**config.mk**
```make
export PLATFORM = sky130hd
export DESIGN_NAME = caseg_scan_capture
export DESIGN_NICKNAME = d
export VERILOG_FILES = /design/src/rtl/caseg_scan_capture.sv
export SDC_FILE = /design/constraint.sdc
export NUM_CORES = 1
export LEC_CHECK = 0
export CORE_ASPECT_RATIO = 1.1
export CORE_MARGIN = 1.5
export CORE_UTILIZATION = 55
export CTS_CLUSTER_DIAMETER = 100
export DETAILED_ROUTE_END_ITERATION = 16
export HOLD_SLACK_MARGIN = 0.08
export PLACE_DENSITY_LB_ADDON = 0.1
export SLEW_MARGIN = 0
export SYNTH_ARGS = -nofsm -noshare
export SYNTH_HDL_FRONTEND = slang
export SYNTH_SLANG_ARGS = --single-unit
```
**constraint.sdc**
```tcl
create_clock -name clk -period 5.5 [get_ports clk]
set_input_delay 1.1 -clock clk [delete_from_list [all_inputs] [get_ports clk]]
set_output_delay 1.1 -clock clk [all_outputs]
set_load 0.005 [all_outputs]
```
**src/rtl/caseg_scan_capture.sv**
```systemverilog
// Receive-side capture of a multiplexed 8-digit common-anode display bus (sel/seg).
// Optional clock decode of digits 5..0 is enabled with `define CASEG_TIME_DECODE_EN.
module caseg_scan_capture #(
    parameter int SETTLE_CYC    = 4,
    parameter int FRAME_TIMEOUT = 1_000_000
) (
    input  logic       clk,
    input  logic       rst,
    input  logic [7:0] sel,
    input  logic [7:0] seg,
    output logic [3:0] bit_7,
    output logic [3:0] bit_6,
    output logic [3:0] bit_5,
    output logic [3:0] bit_4,
    output logic [3:0] bit_3,
    output logic [3:0] bit_2,
    output logic [3:0] bit_1,
    output logic [3:0] bit_0,
    output logic [7:0] dp,
    output logic       frame_valid,
    output logic       seg_err,
    output logic       timeout
`ifdef CASEG_TIME_DECODE_EN
    ,
    output logic [5:0] hour,
    output logic [5:0] minute,
    output logic [5:0] second,
    output logic       time_err
`endif
);

    localparam int SW = $clog2(SETTLE_CYC + 1);
    localparam int FW = $clog2(FRAME_TIMEOUT + 1);
    localparam logic [SW-1:0] SETTLE_LAST = SW'(SETTLE_CYC);
    localparam logic [FW-1:0] TMO_LAST    = FW'(FRAME_TIMEOUT - 1);

    typedef enum logic [1:0] {ST_WAIT, ST_SAMPLE, ST_HOLD} state_t;

    state_t          state_q, state_d;
    logic [15:0]     sync1_q, sync1_d, sync2_q, sync2_d, prev_q, prev_d;
    logic [SW-1:0]   stable_cnt_q, stable_cnt_d;
    logic [7:0][3:0] shadow_q, shadow_d;
    logic [7:0]      dps_q, dps_d;
    logic [7:0]      seen_q, seen_d;
    logic [FW-1:0]   frame_cnt_q, frame_cnt_d;
    logic [7:0][3:0] out_q, out_d;
    logic [7:0]      dp_q, dp_d;
    logic            frame_valid_q, frame_valid_d;
    logic            seg_err_q, seg_err_d;
    logic            timeout_q, timeout_d;

    logic       changed, sel_ok, do_sample, code_bad, complete, tmo;
    logic [3:0] code;
    logic [7:0] sample_sel, seen_set;
    logic [FW-1:0] frame_cnt_inc;

    always_comb begin
        sync1_d = {sel, seg};
        sync2_d = sync1_q;
        prev_d  = sync2_q;
    end

    assign changed    = (sync2_q != prev_q);
    assign sel_ok     = ($countones(~sync2_q[15:8]) == 1);
    // prev_q holds the value that met the settle window, even if the bus moves during SAMPLE
    assign sample_sel = ~prev_q[15:8];

    always_ff @(posedge clk) begin
        if (rst) state_q <= ST_WAIT;
        else     state_q <= state_d;
    end

    always_comb begin
        state_d      = state_q;
        stable_cnt_d = stable_cnt_q;
        case (state_q)
            ST_WAIT: begin
                if (changed) begin
                    stable_cnt_d = '0;
                end else begin
                    if (stable_cnt_q < SETTLE_LAST) stable_cnt_d = stable_cnt_q + 1'b1;
                    if (stable_cnt_d >= SETTLE_LAST && sel_ok) state_d = ST_SAMPLE;
                end
            end
            ST_SAMPLE: begin
                if (changed) begin
                    state_d      = ST_WAIT;
                    stable_cnt_d = '0;
                end else begin
                    state_d = ST_HOLD;
                end
            end
            ST_HOLD: begin
                if (changed) begin
                    state_d      = ST_WAIT;
                    stable_cnt_d = '0;
                end
            end
            default: begin
                state_d      = ST_WAIT;
                stable_cnt_d = '0;
            end
        endcase
    end

    always_comb begin
        do_sample = (state_q == ST_SAMPLE);
        code_bad  = 1'b0;
        case (prev_q[6:0])
            7'h40:   code = 4'd0;
            7'h79:   code = 4'd1;
            7'h24:   code = 4'd2;
            7'h30:   code = 4'd3;
            7'h19:   code = 4'd4;
            7'h12:   code = 4'd5;
            7'h02:   code = 4'd6;
            7'h78:   code = 4'd7;
            7'h00:   code = 4'd8;
            7'h10:   code = 4'd9;
            7'h7F:   code = 4'hA;
            default: begin
                code     = 4'hF;
                code_bad = 1'b1;
            end
        endcase
    end

    for (genvar gi = 0; gi < 8; gi++) begin : g_digit
        assign shadow_d[gi] = (do_sample && sample_sel[gi]) ? code : shadow_q[gi];
        assign dps_d[gi]    = (do_sample && sample_sel[gi]) ? ~prev_q[7] : dps_q[gi];
    end

    // Completion is judged on the mask including this cycle's sample, so it beats a timeout
    always_comb begin
        seen_set      = seen_q | (do_sample ? sample_sel : 8'h00);
        complete      = (seen_set == 8'hFF);
        frame_cnt_inc = (frame_cnt_q == TMO_LAST) ? frame_cnt_q : frame_cnt_q + 1'b1;
        tmo           = !complete && (frame_cnt_inc == TMO_LAST);
        seen_d        = (complete || tmo) ? 8'h00 : seen_set;
        frame_cnt_d   = (complete || tmo) ? '0 : frame_cnt_inc;
        frame_valid_d = complete;
        timeout_d     = tmo;
        out_d         = complete ? shadow_d : out_q;
        dp_d          = complete ? dps_d : dp_q;
        seg_err_d     = seg_err_q | (do_sample && code_bad);
    end

    always_ff @(posedge clk) begin
        if (rst) begin
            sync1_q       <= '1;
            sync2_q       <= '1;
            prev_q        <= '1;
            stable_cnt_q  <= '0;
            shadow_q      <= {8{4'hA}};
            dps_q         <= '0;
            seen_q        <= '0;
            frame_cnt_q   <= '0;
            out_q         <= {8{4'hA}};
            dp_q          <= '0;
            frame_valid_q <= 1'b0;
            seg_err_q     <= 1'b0;
            timeout_q     <= 1'b0;
        end else begin
            sync1_q       <= sync1_d;
            sync2_q       <= sync2_d;
            prev_q        <= prev_d;
            stable_cnt_q  <= stable_cnt_d;
            shadow_q      <= shadow_d;
            dps_q         <= dps_d;
            seen_q        <= seen_d;
            frame_cnt_q   <= frame_cnt_d;
            out_q         <= out_d;
            dp_q          <= dp_d;
            frame_valid_q <= frame_valid_d;
            seg_err_q     <= seg_err_d;
            timeout_q     <= timeout_d;
        end
    end

    assign bit_7       = out_q[7];
    assign bit_6       = out_q[6];
    assign bit_5       = out_q[5];
    assign bit_4       = out_q[4];
    assign bit_3       = out_q[3];
    assign bit_2       = out_q[2];
    assign bit_1       = out_q[1];
    assign bit_0       = out_q[0];
    assign dp          = dp_q;
    assign frame_valid = frame_valid_q;
    assign seg_err     = seg_err_q;
    assign timeout     = timeout_q;

`ifdef CASEG_TIME_DECODE_EN
    logic [5:0] hour_q, hour_d, minute_q, minute_d, second_q, second_d;
    logic       time_err_q, time_err_d;
    logic       digit_bad, t_bad;

    // Range checks on tens/ones digits keep the arithmetic within 6 bits
    always_comb begin
        digit_bad = 1'b0;
        for (int i = 0; i < 6; i++) begin
            if (shadow_d[i] > 4'd9) digit_bad = 1'b1;
        end
        t_bad = digit_bad
             || (shadow_d[5] > 4'd2) || (shadow_d[5] == 4'd2 && shadow_d[4] > 4'd3)
             || (shadow_d[3] > 4'd5) || (shadow_d[1] > 4'd5);
        hour_d     = hour_q;
        minute_d   = minute_q;
        second_d   = second_q;
        time_err_d = time_err_q;
        if (complete) begin
            time_err_d = t_bad;
            if (!t_bad) begin
                hour_d   = {2'b00, shadow_d[5]} * 6'd10 + {2'b00, shadow_d[4]};
                minute_d = {2'b00, shadow_d[3]} * 6'd10 + {2'b00, shadow_d[2]};
                second_d = {2'b00, shadow_d[1]} * 6'd10 + {2'b00, shadow_d[0]};
            end
        end
    end

    always_ff @(posedge clk) begin
        if (rst) begin
            hour_q     <= '0;
            minute_q   <= '0;
            second_q   <= '0;
            time_err_q <= 1'b0;
        end else begin
            hour_q     <= hour_d;
            minute_q   <= minute_d;
            second_q   <= second_d;
            time_err_q <= time_err_d;
        end
    end

    assign hour     = hour_q;
    assign minute   = minute_q;
    assign second   = second_q;
    assign time_err = time_err_q;
`endif

endmodule

```
Word-level counts from Yosys, hierarchy flattened
Cells that the tools add are included.

cells by class
  equal/unequal tests = 21
  bitwise logic cells = 5
  $add $sub $neg = 9
  reductions and logical operators = 19
  magnitude comparators = 2
  mux-type cells = 31

operators with widths
  cell                                                  count
  one-hot mux 4 bit (11 select lines)                   1
  equality test 20 bit (second input constant)          2
  two-way mux 4 bit                                     8
  equality test 7 bit (second input constant)           4
  equality test 7 x 5 -> 1 bit (second input constant)  3
  adder 20 x 1 -> 20 bit (second input constant)        1
  two-way mux 20 bit                                    1
  != test 16 bit                                        1
  inverter 8 bit                                        2
  two-way mux 3 bit                                     5
  equality test 7 x 6 -> 1 bit (second input constant)  2
  logical AND 1 bit                                     11
  OR reduction 11 bit                                   1
  two-way mux 1 bit                                     9
  adder 1 x 1 -> 2 bit                                  4
  equality test 8 bit (second input constant)           1
  two-way mux 2 bit                                     4
  two-way mux 8 bit                                     1
  OR 8 bit                                              1
  equality test 7 x 2 -> 1 bit (second input constant)  1
  logical NOT 7 bit                                     1
  adder 2 x 2 -> 3 bit                                  2
  != test 2 bit (second input constant)                 3
  one-hot mux 2 bit (3 select lines)                    1
  16 further kinds                                      17

word-level totals
  register bits = 164
  output and inout bits = 43
  logic and storage cells = 115

Depth between registers and ports, before layout
  word-level depth = 9
  gate-level depth with buffers = 13

Worst setup path after synthesis
No wires, ideal clock.

  kind = reg2reg
  start = reg sync2_q[8] (netlist: prev_d[8])
  end = reg state_q[1]
  setup time = 72 ps
  arrival time = 3119 ps
  required time = 5428 ps
  cell stages (with the launch flop) = 13
  path buffers = 0
  period minus slack after synthesis = 3191 ps
  slack = 2309 ps
  cell sequence = dfxtp_1 -> fa_1 -> inv_1 -> fa_1 -> fa_1 -> ha_1 -> inv_1 -> fa_1 -> o211ai_1 -> a21oi_1 -> nand2_1 -> a21oi_1 -> mux2i_1

between the ends
  word-level cells in the longest chain between the ends = 8

RTL lines
  element                                     line  source
  start, declared                             40    logic [15:0] sync1_q, sync1_d, sync2_q, sync2_d, prev_q, prev_d;
  start signal, assigned                      165   sync2_q <= sync2_d;
  inverter 8 bit                              64    assign sel_ok = ($countones(~sync2_q[15:8]) == 1);
  adder 1 x 1 -> 2 bit (not written as such)  64
  adder 2 x 2 -> 3 bit (not written as such)  64
  adder 3 x 3 -> 4 bit (not written as such)  64
  equality test 4 x 1 -> 1 bit                64
  logical AND 1 bit                           82    if (stable_cnt_d >= SETTLE_LAST && sel_ok) state_d = ST_SAMPLE;
  != test 2 bit (no line)                     -
  AND reduction 3 bit (no line)               -
  end signal, assigned                        70    else state_q <= state_d;
  end, declared                               39    state_t state_q, state_d;

Several ways; a longest one is shown, not always the timed one.
A chain may end at the register's enable or synchronous reset.

Worst setup path in the final report
  start = reg state_q[1]
  end = reg frame_cnt_q[14]

between the ends
  word-level cells in the longest chain between the ends = 8

RTL lines
  element                         line  source
  equality test 2 x 1 -> 1 bit *  107   do_sample = (state_q == ST_SAMPLE);
  two-way mux 8 bit *             135   seen_set = seen_q | (do_sample ? sample_sel : 8'h00);
  OR 8 bit *                      135
  equality test 8 bit *           136   complete = (seen_set == 8'hFF);
  logical NOT 1 bit               138   tmo = !complete && (frame_cnt_inc == TMO_LAST);
  logical AND 1 bit               138
  logical OR 1 bit *              140   frame_cnt_d = (complete || tmo) ? '0 : frame_cnt_inc;
  OR reduction 2 bit (no line) *  -
  end signal, assigned            171   frame_cnt_q <= frame_cnt_d;
  end, declared                   45    logic [FW-1:0] frame_cnt_q, frame_cnt_d;

Mark *: on every way between the ends. The rest lies on a longest branch, timed or not.

==> flow_summary.yaml <==
outcome:
  outcome: "finished clean"
clock_network:
  cts_tree: "done"
  root_buffer: "clkbuf_16"
  cts.clk_slew.worst_paths_ps: 60
  cts_hold_buffers: 0
  cts_max_level: 4
  cts_buffers: 17
  post-cts-setup-buffers: 0
  clk-insertion-delay-late_ps: 430
  clock-sinks: 164
  ctsResizeCount: 0
  cts.path.max_buffers: 2
routing:
  drtAntennaViolNets: 0
  vias: 5093
  wire_per_inst_microns: 15.29
  drc: 0
  vias_per_cell: 5.530
  finalWirelength_microns: 14080
  firstDrtPassIters: 5
  drtIter0Drc: 375
hold_path:
  min_to: "prev_d[2]"
  worstHoldPathCells: 1
  min_path_type: "reg -> reg"
  min_from: "sync1_q[2]"
die:
  die_h_microns: 117.4
  start_util: 0.5672
  dieArea_sq_um: 12570
  core-area_sq_um: 11540
  die_w_microns: 107.0
  rows: 41
  boundaryPins: 61
worst_setup_path:
  reg2reg_to: "frame_cnt_q[14]"
  rrSetupSlack_ps: 1970
  reg2reg_depth: 7
  cp.arrival_ps: 3810
  end_kind: "flop"
  worstSetupStartpointType: "flop"
  r2r_start: "state_q[1]"
  crit_type: "reg -> reg"
  critPathRequiredTime_ps: 5780
  cp_max_fo: 26
power_and_ir_drop:
  power_mw: 2.404
  power_density_nw_per_um2: 310.0
  p_leak_nw: 2.862
  vdd_drop_max_mv: 0.2090
final_layout:
  final_common_cell: "dfxtp_1"
  layout-drive-gt1-share: 0.1323
  mostFrequentLayoutCells: "dfxtp_1 (164), nor2_1 (90), clkdlybuf4s50_1 (59)"
  fin_cells: 921
  nets: 788
  areaGrowthSynthToFinish_pct: 18.46
  insertedDiodeCount: 0
  fillCellCount: 950
sta:
  finalMaxSlewViolations: 0
  hold_ws_ps: 407.0
  worst_slew_pin_slew_ps: 1272
  hold_violations: 0
  clock.fmax_mhz: 283.2
  finalSetupTns_ps: 0
  relSlewSlack: 0.1491
  finClkSkew_ps: 10.43
  final.period_utilization: 0.6420
  fin_crit_ps: 3531
  rsz0062_at_grt: "false"
  setup_viol: 0
global_route:
  grt_overflow: 0
  grt_max_degree: 117
  grt_use_total: 0.2372
  grtUsageMet1: 0.2972
  use_met2: 0.3925
  grt_pass1_wl_microns: 23690
  gr-usage-met3: 0.05281
  antenna_found_initial: 0
  first_global_vias: 4823
  top_usage_layer: "met2"
flow_run:
  max_cap_viol_count: 0
placed_design:
  dp_cells: 889
  finalWeightedCongestion: 0.8326
  dp_hpwl_microns: 9547
  port_buffers: 60
synth:
  yosysTopAreaCell: "dfxtp_1"
  synth_ff_type: "dfxtp_1"
  yosysSeqAreaShare: 0.5015
  yosysWarnings: 0
  syn_nets: 747
  ys_async_sr_fraction: 0
  ys_types: 57
  syn_area_sq_um: 6546
  synth_area_leaders: "dfxtp_1 (50%), nor2_1 (5.2%), or2_2 (5.1%), xnor2_1 (3.6%), a21oi_1 (3.1%)"
  syn_avg_cell_area_sq_um: 9.130
  synth_edf_count: 0
  yosys.area.top_type_share: 0.5015
  synth_cells: 717
  synth_seq_cells: 164
==> critical path, cell delays in order (launching register included) <==
cell      delay, ps
dfxtp_1         330
inv_1            80
ha_1            510
nor2b_1         480
o221ai_1        240
or4_1           930
nand2_1         670
nor3_1          140
==> state kept, by name, summed over array words and instances (netlist names), 8 cells and up <==
signal	cells
dp	8
dps_q	8
frame_cnt_q	20
prev_d	16
prev_q	16
seen_q	8
shadow_q	32
sync1_q	16
==> cell usage after synthesis (2+ instances only) <==
library cell	n
a211oi_1	14
a21bo_2	8
a21o_1	2
a21oi_1	41
a22oi_1	3
a31oi_1	11
and2_1	2
and3_1	5
and4_1	3
and4b_1	3
buf_1	2
buf_2	3
clkbuf_1	36
dfxtp_1	164
fa_1	4
ha_1	8
inv_1	21
mux2i_1	9
nand2_1	42
nand2b_1	10
nand3_1	19
nand4_1	9
nand4b_1	2
nor2_1	90
nor2b_1	10
nor3_1	32
nor4_1	6
o211ai_1	3
o21ai_0	12
o221ai_1	3
o22a_1	9
o22ai_1	6
o41ai_1	8
or2_2	53
or3_1	3
or4_1	4
or4b_2	2
xnor2_1	27
xor2_1	10
==> layout make-up <==
class                   count  area [sq um]  area share
flip-flops and latches    164          3283      0.4234
multi-input cells         489          3022      0.3896
clock inverters             7         46.29    0.005970
repair buffers             64         628.1     0.08099
clock buffers              25         505.5     0.06518
well taps                 150         187.7     0.02420
inverters                  22         82.58     0.01065
==> cells by family (layout without fill, tap and decap cells) <==
family          Yosys count  count (layout)  synth area share
compound gates          130             130            0.1338
xor+xnor                 37              37           0.04950
fa+ha+maj                12              12           0.02752
buf+inv                  64             118           0.03784
flops                   164             164            0.5015
mux                       9               9           0.01376
simple gates            301             301            0.2360
==> through the flow <==
| step | worst slack [ps] | utilization | area [sq um] |
|---|---|---|---|
| 3_3_place_gp | 2077 | 0.6241 | 7203 |
| 2_1_floorplan | 2309 | - | 6546 |
| 6_report | 1969 | 0.6719 | 7755 |
| 4_1_cts | 1927 | 0.6719 | 7755 |
| 5_1_grt | 1664 | 0.6719 | 7755 |
| 3_5_place_dp | 1955 | 0.6241 | 7203 |
==> layer usage <==
layer	share of wire	up-vias	wire length, microns
li1	-	2554	-
met1	0.45	2408	6376
met2	0.49	109	6868
met3	0.039	22	554
met4	0.020	0	280
met5	0	-	0
==> how the worst max path moves through the flow <==
stage	from	end	slack, ps	cells after the start
2_1_floorplan	prev_d[8]	state_q[1]	2310	12
3_3_place_gp	state_q[1]	frame_cnt_q[18]	2080	7
3_5_place_dp	state_q[1]	frame_cnt_q[14]	1950	7
4_1_cts	state_q[1]	frame_cnt_q[14]	1930	7
5_1_grt	state_q[1]	frame_cnt_q[0]	1660	7
6_report	state_q[1]	frame_cnt_q[14]	1970	7
==> power by group <==
part | internal [mW] | total (mW) | switching, mW
sequential | 1.20 | 1.22 | 0.0146
combinational | 0.0412 | 0.0904 | 0.0491
clock | 0.637 | 1.09 | 0.458
No activity file was read; power rests on OpenSTA's default activity.
